$ cat config.mk
export PLATFORM = sky130hd
export DESIGN_NAME = uart_prog_loader
export DESIGN_NICKNAME = d
export VERILOG_FILES = /design/src/rtl/uart_loader_pkg.sv /design/src/rtl/uart_rx_byte.sv /design/src/rtl/uart_prog_loader.sv
export SDC_FILE = /design/constraint.sdc
export NUM_CORES = 1
export LEC_CHECK = 0
export CAP_MARGIN = 30
export CORE_UTILIZATION = 59
export DETAILED_ROUTE_END_ITERATION = 10
export PLACE_DENSITY_LB_ADDON = 0.25
export SYNTH_ARGS = -nofsm -noshare
export SYNTH_HDL_FRONTEND = slang
export SYNTH_SLANG_ARGS = --single-unit
export TNS_END_PERCENT = 20
$ cat constraint.sdc
create_clock -name wb_clk_i -period 5.2 [get_ports wb_clk_i]
set_input_delay 1.3 -clock wb_clk_i [delete_from_list [all_inputs] [get_ports wb_clk_i]]
set_output_delay 1.3 -clock wb_clk_i [all_outputs]
set_load 0.1 [all_outputs]
$ cat src/rtl/uart_loader_pkg.sv
// Shared types and constants for the UART program loader.
//   rx_state_t        receiver FSM state encoding
//   END_WORD_DEFAULT  terminator word that ends a program load
//   BYTES_PER_WORD    bytes packed little-endian into each memory word
package uart_loader_pkg;

    typedef enum logic [1:0] {
        IDLE  = 2'd0,
        START = 2'd1,
        DATA  = 2'd2,
        STOP  = 2'd3
    } rx_state_t;

    localparam logic [31:0] END_WORD_DEFAULT = 32'h0000_0FFF;
    localparam int          BYTES_PER_WORD   = 4;

endpackage

$ cat src/rtl/uart_rx_byte.sv
// 8N1 UART byte receiver.
//   clk, rst    system clock, synchronous active-high reset
//   rx          asynchronous serial input, idle high
//   enable      when low the receiver is parked in IDLE and ignores rx
//   byte_valid  one-cycle strobe: good stop bit seen, byte_data is complete
//   byte_data   received byte, LSB first on the wire
//   stop_err    one-cycle strobe: stop bit sampled low, byte discarded
module uart_rx_byte
    import uart_loader_pkg::*;
#(
    parameter int CLKS_PER_BIT = 347
) (
    input  logic       clk,
    input  logic       rst,
    input  logic       rx,
    input  logic       enable,
    output logic       byte_valid,
    output logic [7:0] byte_data,
    output logic       stop_err
);

    localparam int CNT_W = $clog2(CLKS_PER_BIT + 1);
    localparam logic [CNT_W-1:0] FULL_M1 = CNT_W'(CLKS_PER_BIT - 1);
    localparam logic [CNT_W-1:0] HALF_M1 = CNT_W'(CLKS_PER_BIT / 2 - 1);

    logic             rx_meta, rx_sync, rx_prev;
    rx_state_t        state;
    logic [CNT_W-1:0] cnt;
    logic [2:0]       bit_idx;
    logic             tick;

    // START waits half a bit to land in the middle of the start bit; every
    // later sample is a whole bit after the previous one.
    assign tick = (state == START) ? (cnt == HALF_M1) : (cnt == FULL_M1);

    // Decoded straight from the stop-bit sample so the top level can register
    // its write strobe on the following cycle.
    assign byte_valid = enable && (state == STOP) && tick &&  rx_sync;
    assign stop_err   = enable && (state == STOP) && tick && !rx_sync;

    always_ff @(posedge clk) begin
        if (rst) begin
            rx_meta   <= 1'b1;
            rx_sync   <= 1'b1;
            rx_prev   <= 1'b1;
            state     <= IDLE;
            cnt       <= '0;
            bit_idx   <= '0;
            byte_data <= '0;
        end else begin
            rx_meta <= rx;
            rx_sync <= rx_meta;
            rx_prev <= rx_sync;
            if (!enable) begin
                state <= IDLE;
                cnt   <= '0;
            end else begin
                case (state)
                    IDLE: begin
                        cnt <= '0;
                        if (rx_prev && !rx_sync)
                            state <= START;
                    end
                    START: begin
                        if (tick) begin
                            cnt     <= '0;
                            bit_idx <= '0;
                            // line back high at mid-start-bit means a glitch
                            state   <= rx_sync ? IDLE : DATA;
                        end else begin
                            cnt <= cnt + 1'b1;
                        end
                    end
                    DATA: begin
                        if (tick) begin
                            cnt       <= '0;
                            byte_data <= {rx_sync, byte_data[7:1]};
                            bit_idx   <= bit_idx + 1'b1;
                            if (bit_idx == 3'd7)
                                state <= STOP;
                        end else begin
                            cnt <= cnt + 1'b1;
                        end
                    end
                    STOP: begin
                        if (tick) begin
                            cnt   <= '0;
                            state <= IDLE;
                        end else begin
                            cnt <= cnt + 1'b1;
                        end
                    end
                    default: state <= IDLE;
                endcase
            end
        end
    end

endmodule

$ cat src/rtl/uart_prog_loader.sv
// UART program loader: receives 8N1 bytes, packs them little-endian into
// 32-bit words and writes them to sequential instruction-memory addresses.
// The core is held in reset until the terminator word arrives.
//   wb_clk_i, wb_rst_i  system clock, synchronous active-high reset
//   rx_i                UART serial input
//   ready_o             loader armed and accepting bytes
//   mem_we_o            one-cycle write strobe
//   mem_addr_o          word address (wraps silently)
//   mem_wdata_o         write data
//   done_o              terminator received (sticky)
//   core_rst_o          active-high core reset, released on done
//   frame_err_o         bad stop bit seen (sticky)
module uart_prog_loader
    import uart_loader_pkg::*;
#(
    parameter int          CLKS_PER_BIT = 347,
    parameter int          ADDR_W       = 14,
    parameter logic [31:0] END_WORD     = END_WORD_DEFAULT
) (
    input  logic              wb_clk_i,
    input  logic              wb_rst_i,
    input  logic              rx_i,
    output logic              ready_o,
    output logic              mem_we_o,
    output logic [ADDR_W-1:0] mem_addr_o,
    output logic [31:0]       mem_wdata_o,
    output logic              done_o,
    output logic              core_rst_o,
    output logic              frame_err_o
);

    logic        byte_valid;
    logic        stop_err;
    logic [7:0]  byte_data;
    logic [1:0]  byte_idx;
    logic [23:0] word_lo;
    logic [31:0] word_full;

    // Once done, the receiver is frozen so later line activity is ignored.
    uart_rx_byte #(
        .CLKS_PER_BIT(CLKS_PER_BIT)
    ) u_rx (
        .clk        (wb_clk_i),
        .rst        (wb_rst_i),
        .rx         (rx_i),
        .enable     (!done_o),
        .byte_valid (byte_valid),
        .byte_data  (byte_data),
        .stop_err   (stop_err)
    );

    // Byte 3 is taken straight from the receiver so the word is complete
    // on the same cycle its last byte is validated.
    assign word_full = {byte_data, word_lo};

    always_ff @(posedge wb_clk_i) begin
        if (wb_rst_i) begin
            ready_o     <= 1'b0;
            mem_we_o    <= 1'b0;
            mem_addr_o  <= '0;
            mem_wdata_o <= '0;
            done_o      <= 1'b0;
            core_rst_o  <= 1'b1;
            frame_err_o <= 1'b0;
            byte_idx    <= '0;
            word_lo     <= '0;
        end else begin
            mem_we_o <= 1'b0;
            ready_o  <= !done_o;
            if (mem_we_o)
                mem_addr_o <= mem_addr_o + 1'b1;
            if (stop_err)
                frame_err_o <= 1'b1;
            if (byte_valid) begin
                byte_idx <= byte_idx + 1'b1;
                case (byte_idx)
                    2'd0: word_lo[7:0]   <= byte_data;
                    2'd1: word_lo[15:8]  <= byte_data;
                    2'd2: word_lo[23:16] <= byte_data;
                    default: begin
                        if (word_full == END_WORD) begin
                            done_o     <= 1'b1;
                            ready_o    <= 1'b0;
                            core_rst_o <= 1'b0;
                        end else begin
                            mem_we_o    <= 1'b1;
                            mem_wdata_o <= word_full;
                        end
                    end
                endcase
            end
        end
    end

endmodule

==> reports/qor.yml <==
outcome:
  status: "finished clean"
die:
  dieHeight_um: 87.74
  rows: 30
  die_w_um: 87.74
  coreArea_um2: 6944
  initial_core_util_pct: 62.45
  ioPinCount: 54
  dieArea_um2: 7697
finish:
  drive_gt1_share_pct: 5.428
  diodes: 0
  final_nets: 492
  utilization_pct: 74.40
  fin_cells: 575
  area_delta_synth_final_pct: 19.13
critical_path:
  cp-start-kind: "register"
  crit_fanout: 8
  critPathBufInv: 1
  worstSetupPathType: "reg2out"
  ff2ff_setup_slack_ns: 2.68
  reg2reg_depth: 7
  end_kind: "primary output"
  slowest_stage: "clkdlybuf4s50_1"
  cp_top_family: "buffers and inverters"
  critPathMaxStageDelay_ns: 1.20
  cp.required_ns: 3.90
  cp_cell_sequence: "clkdlybuf4s50_1"
  reg2reg_to: "u_rx.byte_data[6]$_SDFFE_PP0P_"
  cp.arrival_ns: 2.06
  path_depth: 1
grt:
  grt_antenna_before_repair: 0
  grt_pass1_vias: 3057
  grt_pass1_wl_mm: 14.15
  grt_max_degree: 44
  overflow: 0
  track_usage_pct: 23.70
placement:
  numPortBuffers: 53
  placed_cells: 562
  hpwl_mm: 6.052
  globalplace.congestion: 0.8551
cts:
  path_clk_slew_ns: 0.09
  postCtsSetupBuffers: 0
  hold_buffers: 0
  cts.sinks: 102
  cts_resized: 0
  cts_buffers: 9
  clock_path_buffers: 2
  ctsRootBufferMaster: "clkbuf_8"
  cts_tree: "done"
  insertion_delay_ns: 0.35
  cts_htree_levels: 3
yosys:
  synth_edf_count: 0
  ys_ff_latch: 102
  synth_top_cell_by_area: "dfxtp_1"
  avgSynthCellArea_um2: 10.16
  ys_top_cells_by_area: "dfxtp_1 47%, mux2i_1 16%, nand2b_1 9.4%"
  seq_area_frac_synth_pct: 47.09
  synth_top_area_share_pct: 47.09
  synth_warnings: 0
  synthFlopType: "dfxtp_1"
  synth_cell_types: 42
  syn-num-nets: 442
  syn-cell-area_um2: 4337
  ys_async_sr_fraction_pct: 0
  synth_cells: 427
power_and_ir_drop:
  powerDensity_nw_per_um2: 277.0
  power_mw: 1.431
  power_leakage_nw: 1.949
  peakVddDrop_uv: 200.7
sta:
  setup_violations: 0
  rsz0062_at_grt: "no"
  finalCriticalPeriod_ns: 3.358
  finalHoldViolations: 0
  worst_pin_slew_ns: 0.9780
  slew_violations: 0
  clock_skew_ns: 0.01238
  slew_headroom_pct: 34.60
  finalSetupTns_ns: 0
  fmax_mhz: 297.8
  timing.final.crit_share_pct: 64.57
min_path:
  min_to: "u_rx.rx_sync$_SDFF_PP1_"
  worstHoldStart: "u_rx.rx_meta$_SDFF_PP1_"
  worstHoldPathCells: 1
  hold_path_class: "reg2reg"
routing:
  vias: 3152
  routed_via_density: 5.482
  first_iter_violations: 97
  drc: 0
  wl_mm: 8.665
  detail-route-antenna-nets: 0
  wire_per_inst_um: 15.07
  first_pass_iters: 4
job:
  maxCapViolations: 0
==> routing by layer <==
| layer | share of wire [%] | up-vias | GRT usage (%) |
|---|---|---|---|
| met3 | 3.2 | 12 | 4.713 |
| met2 | 51 | 66 | 42.57 |
| li1 | - | 1558 | - |
| met1 | 44 | 1516 | 28.34 |
| met5 | 0 | - | 0 |
| met4 | 1.3 | 0 | 7.601 |
==> per-stage QoR <==
step	area, um2	setup WS (ns)	hold WS (ns)
floorplan	4337	2.842	0.3895
global placement	4923	2.248	0.3947
detailed placement	4943	2.225	0.4022
CTS	5166	1.842	0.4224
global route	5166	1.792	0.4346
finish	5166	1.842	0.4263
==> cell type report <==
cell class | instances | area (um2)
clock buffers | 9 | 123.9
clock inverters | 4 | 98.84
multi-input cells | 296 | 2176
fillers | 507 | 1778
well taps | 96 | 120.1
flip-flops and latches | 102 | 2042
repair buffers | 56 | 560.5
inverters | 12 | 45.04
==> layout by cell type (no fill, tap or decap), drive strengths merged, types with 9 or more instances in the layout <==
cell,count
nand2,14
clkbuf,9
clkdlybuf4s50,52
nand2b,65
nor2,42
nand3,13
mux2i,68
ha,12
dfxtp,102
inv,12
xor2,13
nand4,9
==> cell families (layout without fill, tap and decap cells) <==
family	after synthesis	in the layout	synth area share (%)
AOI/OAI and AO/OA	20	20	3.607
muxes	68	68	15.70
buffers and inverters	29	81	2.741
adders and majority gates	12	12	3.462
and+or+nand+nor	176	176	23.37
xor gates and xnor gates	20	20	4.039
DFF	102	102	47.09
==> worst max path at each step <==
stage | startpoint | endpoint | slack, ns
2_1_floorplan | done_o$_SDFFE_PP0P_ | done_o | 2.84
3_3_place_gp | done_o$_SDFFE_PP0P_ | done_o | 2.25
5_1_grt | done_o$_SDFFE_PP0P_ | done_o | 1.79
3_5_place_dp | done_o$_SDFFE_PP0P_ | done_o | 2.22
4_1_cts | done_o$_SDFFE_PP0P_ | done_o | 1.84
6_report | done_o$_SDFFE_PP0P_ | done_o | 1.84
==> where the power goes <==
part	switching [mW]	internal [mW]
registers	0.00782	0.787
clock network	0.248	0.313
logic	0.0445	0.0305
==> Yosys cell counts (3+ instances only) <==
cell / instances
a21oi_1: 5
nor3_1: 4
mux2i_1: 68
clkbuf_1: 13
nor4_1: 3
nand2b_1: 65
nand2_1: 14
nor2_1: 42
or3_1: 3
or2_2: 3
xnor2_1: 7
xor2_1: 13
nand4b_1: 4
dfxtp_1: 102
nand3_1: 13
ha_1: 12
inv_1: 12
nand4_1: 8
o41ai_1: 3
o21ai_0: 3
==> flip-flops by register name (all words and copies together), names as in the netlist, named ones only <==
signal and count:
word_lo 24, mem_wdata_o 32, mem_we_o 1, mem_addr_o 14, u_rx.rx_prev 1, u_rx.rx_sync 1
u_rx.bit_idx 3, u_rx.byte_data 8, core_rst_o 1, u_rx.rx_meta 1, frame_err_o 1, done_o 1
ready_o 1, byte_idx 2, u_rx.state 1, u_rx.cnt 9
No activity file was read; power rests on OpenSTA's default activity.
